`config.mk`:
```
export PLATFORM = sky130hd
export DESIGN_NAME = fp32_to_fixed
export DESIGN_NICKNAME = d
export VERILOG_FILES = /design/src/rtl/fp32_to_fixed.sv
export SDC_FILE = /design/constraint.sdc
export NUM_CORES = 1
export LEC_CHECK = 0
export BUFFER_PORTS_ARGS = -buffer_cell sky130_fd_sc_hd__clkbuf_2
export CORE_ASPECT_RATIO = 0.75
export CORE_MARGIN = 10
export CORE_UTILIZATION = 55
export CTS_CLUSTER_SIZE = 24
export DETAILED_ROUTE_END_ITERATION = 8
export PLACE_DENSITY = 0.75
export SLEW_MARGIN = 20
export SYNTH_ARGS = -nofsm -noshare
export SYNTH_HDL_FRONTEND = slang
export SYNTH_SLANG_ARGS = --single-unit
```
`constraint.sdc`:
```
create_clock -name clk -period 9.75 [get_ports clk]
set_input_delay 1.95 -clock clk [delete_from_list [all_inputs] [get_ports clk]]
set_output_delay 1.95 -clock clk [all_outputs]
set_load 0.005 [all_outputs]
```
`src/rtl/fp32_to_fixed.sv`:
```
// IEEE-754 single to signed fixed-point (FRAC_BITS fractional bits), one shift per cycle.
// Special inputs (NaN/Inf/zero/overflow) resolve at capture; normal words shift, round half away from zero, then sign.
module fp32_to_fixed #(
  parameter int XLEN      = 32,
  parameter int OUT_W     = 32,
  parameter int FRAC_BITS = 16
) (
  input  logic             clk,
  input  logic             rst,
  input  logic             in_valid,
  output logic             in_ready,
  input  logic [XLEN-1:0]  in_data,
  output logic             out_valid,
  input  logic             out_ready,
  output logic [OUT_W-1:0] out_data,
  output logic             overflow,
  output logic             invalid
);

  typedef enum logic [1:0] {IDLE, SHIFT, ROUND, DONE} state_t;

  localparam logic [OUT_W-1:0] SAT_MAX = {1'b0, {(OUT_W-1){1'b1}}};
  localparam logic [OUT_W-1:0] SAT_MIN = {1'b1, {(OUT_W-1){1'b0}}};
  localparam logic [OUT_W-1:0] ONE     = OUT_W'(1);
  localparam logic signed [9:0] S_OFF   = 10'(FRAC_BITS - 150);
  localparam logic signed [9:0] TOP_LIM = 10'(OUT_W - 1);

  state_t r_state, w_state_nxt;

  logic             r_sign;
  logic             r_left;
  logic [4:0]       r_cnt;
  logic [OUT_W-1:0] r_mag;
  logic             r_guard;
  logic             r_sticky;
  logic [OUT_W-1:0] r_out_data;
  logic             r_ovf;
  logic             r_inv;

  logic               w_sign;
  logic [7:0]         w_exp;
  logic [22:0]        w_frac;
  logic [23:0]        w_mant;
  logic signed [9:0]  w_s;
  logic signed [9:0]  w_top;
  logic [9:0]         w_abs;
  logic [4:0]         w_k;
  logic               w_nan;
  logic               w_inf;
  logic               w_zero;
  logic               w_big;
  logic               w_exact_min;
  logic               w_special;
  logic [OUT_W-1:0]   w_sat;
  logic [OUT_W:0]     w_rnd;
  logic               w_round_ovf;
  logic [OUT_W-1:0]   w_neg;

  assign w_sign  = in_data[31];
  assign w_exp   = in_data[30:23];
  assign w_frac  = in_data[22:0];
  assign w_mant  = {1'b1, w_frac};
  assign w_s     = $signed({2'b00, w_exp}) + S_OFF;
  assign w_top   = w_s + 10'sd23;
  assign w_abs   = w_s[9] ? 10'(-w_s) : 10'(w_s);
  assign w_k     = (w_abs > 10'd25) ? 5'd25 : w_abs[4:0];

  assign w_nan       = (w_exp == 8'hFF) && (w_frac != 23'd0);
  assign w_inf       = (w_exp == 8'hFF) && (w_frac == 23'd0);
  assign w_zero      = (w_exp == 8'h00);
  assign w_big       = (w_top >= TOP_LIM);
  // -2^(OUT_W-1) is representable even though its magnitude hits the overflow boundary
  assign w_exact_min = w_sign && (w_frac == 23'd0) && (w_top == TOP_LIM);
  assign w_special   = w_nan || w_inf || w_zero || w_big;
  assign w_sat       = w_sign ? SAT_MIN : SAT_MAX;

  assign w_rnd       = {1'b0, r_mag} + {{OUT_W{1'b0}}, r_guard};
  assign w_round_ovf = |w_rnd[OUT_W:OUT_W-1];
  assign w_neg       = ~w_rnd[OUT_W-1:0] + ONE;

  assign in_ready  = (r_state == IDLE);
  assign out_valid = (r_state == DONE);
  assign out_data  = r_out_data;
  assign overflow  = r_ovf;
  assign invalid   = r_inv;

  always_ff @(posedge clk or posedge rst) begin
    if (rst) r_state <= IDLE;
    else     r_state <= w_state_nxt;
  end

  always_comb begin
    w_state_nxt = r_state;
    case (r_state)
      IDLE: begin
        if (in_valid) begin
          if (w_special)       w_state_nxt = DONE;
          else if (w_k == 5'd0) w_state_nxt = ROUND;
          else                 w_state_nxt = SHIFT;
        end
      end
      SHIFT: if (r_cnt == 5'd1) w_state_nxt = ROUND;
      ROUND: w_state_nxt = DONE;
      DONE:  if (out_ready) w_state_nxt = IDLE;
      default: w_state_nxt = IDLE;
    endcase
  end

  always_ff @(posedge clk or posedge rst) begin
    if (rst) begin
      r_sign     <= 1'b0;
      r_left     <= 1'b0;
      r_cnt      <= 5'd0;
      r_mag      <= '0;
      r_guard    <= 1'b0;
      r_sticky   <= 1'b0;
      r_out_data <= '0;
      r_ovf      <= 1'b0;
      r_inv      <= 1'b0;
    end else begin
      case (r_state)
        IDLE: begin
          if (in_valid) begin
            r_sign   <= w_sign;
            r_left   <= ~w_s[9];
            r_cnt    <= w_k;
            r_mag    <= {{(OUT_W-24){1'b0}}, w_mant};
            r_guard  <= 1'b0;
            r_sticky <= 1'b0;
            if (w_nan) begin
              r_out_data <= '0;
              r_inv      <= 1'b1;
            end else if (w_inf) begin
              r_out_data <= w_sat;
              r_ovf      <= 1'b1;
            end else if (w_zero) begin
              r_out_data <= '0;
            end else if (w_exact_min) begin
              r_out_data <= SAT_MIN;
            end else if (w_big) begin
              r_out_data <= w_sat;
              r_ovf      <= 1'b1;
            end
          end
        end
        SHIFT: begin
          r_cnt <= r_cnt - 5'd1;
          if (r_left) begin
            r_mag <= r_mag << 1;
          end else begin
            r_mag    <= r_mag >> 1;
            r_guard  <= r_mag[0];
            r_sticky <= r_sticky | r_guard;
          end
        end
        ROUND: begin
          if (w_round_ovf) begin
            r_out_data <= r_sign ? SAT_MIN : SAT_MAX;
            r_ovf      <= 1'b1;
          end else begin
            r_out_data <= r_sign ? w_neg : w_rnd[OUT_W-1:0];
          end
        end
        DONE: begin
          if (out_ready) begin
            r_out_data <= '0;
            r_ovf      <= 1'b0;
            r_inv      <= 1'b0;
          end
        end
        default: ;
      endcase
    end
  end

endmodule

```
==> key figures <==
Placed design
  • Placement Cell Area: 6939 um^2
  • HPWL after DPL: 13500 um
  • I/O Buffers: 71
  • RePlAce Congestion: 1.060

Logic synthesis
  • Syn. warnings: 0
  • Most used DFF post-synth: dfrtp_1
  • Synth cell count leaders: nand2_1, dfrtp_1, a21oi_1, o21ai_0, nor2_1
  • Unique masters post-synth: 84
  • Synth Area in XOR/XNOR: 0.06840
  • Multiplexer share of the synthesized area: 0.08192
  • Adder-cell area share of the yosys netlist: 0.02631
  • Leading area contributor after synthesis: dfrtp_1
  • Area share of the largest cell type after synthesis: 0.2856
  • Synth area leaders: dfrtp_1, mux2i_1, a21oi_1, o21ai_0, nand2_1
  • Gate Count Post-Synth: 841
  • Ys async rst share: 1.000
  • Largest family of logic cells by synthesized area: simple AND/OR/NAND/NOR gates
  • Synth Net Count: 891
  • EDFF count, synth: 0
  • Sequential share of the synthesized area: 0.2856
  • Avg Cell Area, Syn: 7.918 um^2
  • Most common cell in the synthesized netlist: nand2_1
  • Cell Area, Synth: 6659 um^2
  • Simple-gate area share of the yosys netlist: 0.2405
  • Yosys reg bits: 76
  • Compound-Gate Fraction of Synth Area: 0.2352

Pwr
  • Maximum vdd drop: 0.0001527 V
  • Switch share: 0.4749
  • Switch Pwr: 1.086 mW
  • Combinational Power Share: 0.553
  • Leakage dissipation: 2.909 nW
  • Int Pwr: 1.201 mW
  • Clk pwr share: 0.146
  • Power Density: 316.2 nW/um^2
  • Flop pwr share: 0.301
  • Total power: 2.287 mW

Clock network
  • CTS H-tree depth: 3
  • PostCTS Resize Cnt: 0
  • Clock Latency Late Sink: 340 ps
  • # Post-CTS Setup Buffers: 0
  • CTS Sinks: 76
  • Hold buffer count at CTS: 0
  • Max Buffers Root-to-Sink: 2
  • CTS tree: built
  • Number of buffers created by CTS: 9
  • Root Buffer: clkbuf_16
  • CTS clock-pin slew for the worst setup and hold paths: 50 ps

Critical path
  • Slowest cell on crit path: nor4_1
  • WP buf/inv: 2
  • WP data required: 9970 ps
  • CP Max Fanout: 44
  • Critical path endpoint category: flip-flop
  • Most used cell, CP: o21ai_0
  • Startpoint Class: primary input
  • Slowest cell delay on critical path: 480 ps
  • Critical path type: in2reg
  • Worst-path cell chain: clkbuf_2 > ha_1 > nor4_1 > o21ai_0 > a2bb2oi_1 > o21ai_0 > a311o_1 > a31oi_4 > buf_4 > and2_1 > nand2_2 > o221a_2
  • Worst Path Arrival: 5450 ps
  • Kind of cell adding the most delay to the critical path: compound AO/OA/AOI/OAI gates

STA
  • Period utilization: 0.5364
  • Final setup TNS: 0 ps
  • F_max: 191.2 MHz
  • Slew Limit Fails: 0
  • Min cycle time layout: 5229 ps
  • Pin slew with the least headroom to its limit: 999.9 ps
  • Final clock skew: 12.14 ps
  • Slew headroom: 0.3334
  • Hold Slack: 490.5 ps
  • Final setup violation count: 0
  • Hold Vio Cnt, Final: 0
  • RSZ-0062 raised after global routing: false

Global route
  • GRT overflow: 0
  • GRT Overall Usage: 0.2158
  • Vias in the first global route: 6147
  • Global-route wire length before repair: 30860 um
  • Pin count of the biggest net entering global routing: 77
  • Initial antenna violation count: 0

Floorplan
  • Core ar.: 11700 um^2
  • Row cnt: 34
  • Starting density of the core: 0.5692
  • Die width: 147.1 um
  • Die area: 16950 um^2
  • Die Ht: 115.3 um
  • # IOs: 72

Drt
  • DRC viols: 0
  • Vias: 6508
  • Post-DRT Antenna Nets: 0
  • Final WL: 18480 um
  • Vias per cell: 6.349
  • First drt pass iteration count: 6
  • 1st-iter DRT viols: 534
  • Per-cell routed wire length: 18.03 um

Flow run
  • Max_cap viols: 0

Final layout
  • Finished Cell Area: 7233 um^2
  • ANT cells: 0
  • Fill cells: 1031
  • Area Overhead vs Synth: 8.625%
  • Ratio of cells with drive above 1 in the final layout: 0.1587
  • Nets@finish: 908
  • Fin util: 0.6183

Worst hold path
  • HP Class: reg2reg

Outcome
  • Outcome: completed
==> routing by layer <==
metal / routed length (um) / track usage
met5: 0 / 0
met1: 8055 / 0.2810
met3: 1298 / 0.04044
met2: 8666 / 0.3543
met4: 454 / 0.07378
==> logic make-up after synthesis <==
logic type               count (synthesis)
AND/OR/NAND/NOR                        307
AO/OA/AOI/OAI                          247
buffers and inverters                   93
flip-flops                              76
XOR/XNOR                                52
multiplexers                            52
adder cells (fa/ha/maj)                 14
==> worst paths after layout <==
path | start | endpoint | slack, ps | depth (start not counted)
min in group asynchronous | rst | out_data[22] | 1900 | 3
hold reg to reg | out_data[10] | out_data[10] | 490 | 1
max in group asynchronous | rst | r_guard | 7200 | 3
hold / removal | out_data[10] | out_data[10] | 490 | 1
setup reg to reg | r_mag[0] | out_data[22] | 5660 | 11
setup / recovery | in_data[24] | out_data[20] | 4520 | 12
==> final cells by class <==
type / count / area (um^2) / area share
Inverter: 20 / 75.07 / 0.01038
Clock inverter: 6 / 65.06 / 0.008995
Sequential cell: 76 / 1902 / 0.2629
Timing Repair Buffer: 79 / 415.4 / 0.05743
Clock buffer: 10 / 229.0 / 0.03166
Multi-Input combinational cell: 672 / 4344 / 0.6006
Tap cell: 162 / 202.7 / 0.02802
==> registers in the layout, summed over array words and instances, names as in the netlist <==
name      cells
out_data     32
r_mag        32
r_cnt         5
r_state       2
invalid       1
overflow      1
r_guard       1
r_left        1
r_sign        1
==> through the flow <==
stage | worst slack [ps] | instances
final | 4521 | 1025
after global routing | 4284 | 1025
after CTS | 4680 | 1025
after detailed placement | 4391 | 1009
after global placement | 4628 | 1009
after floorplan | 5251 | 841
==> worst reg2reg max path, delay by kind of cell (launching register included) <==
kind                       cells  cell delay, ps
adders and majority gates      2             720
DFF                            1             400
muxes                          1             380
and+or+nand+nor                5            1700
xor gates and xnor gates       1              80
AOI/OAI and AO/OA              2             700
==> cells in the final DEF (no fill, tap or decap), drive strengths merged, types with 11 or more instances in the layout <==
cell type / count
mux2i: 42
nand3: 31
nor2: 70
clkbuf: 81
xnor2: 32
inv: 20
nor4: 11
nand4: 18
dfrtp: 76
xor2: 20
a21oi: 75
a31oi: 17
o21ai: 84
and3: 13
nor3: 23
nand2: 93
ha: 14
==> power by group through the flow <==
stage               clock (mW)  sequential (mW)  combinational [mW]
floorplan                    0            0.552                1.08
CTS                      0.338            0.685                1.26
global route             0.353            0.717                1.42
global placement             0            0.679                1.20
finish                   0.334            0.689                1.26
detailed placement           0            0.689                1.25
Note: power is estimated with default switching activity, not from simulation.
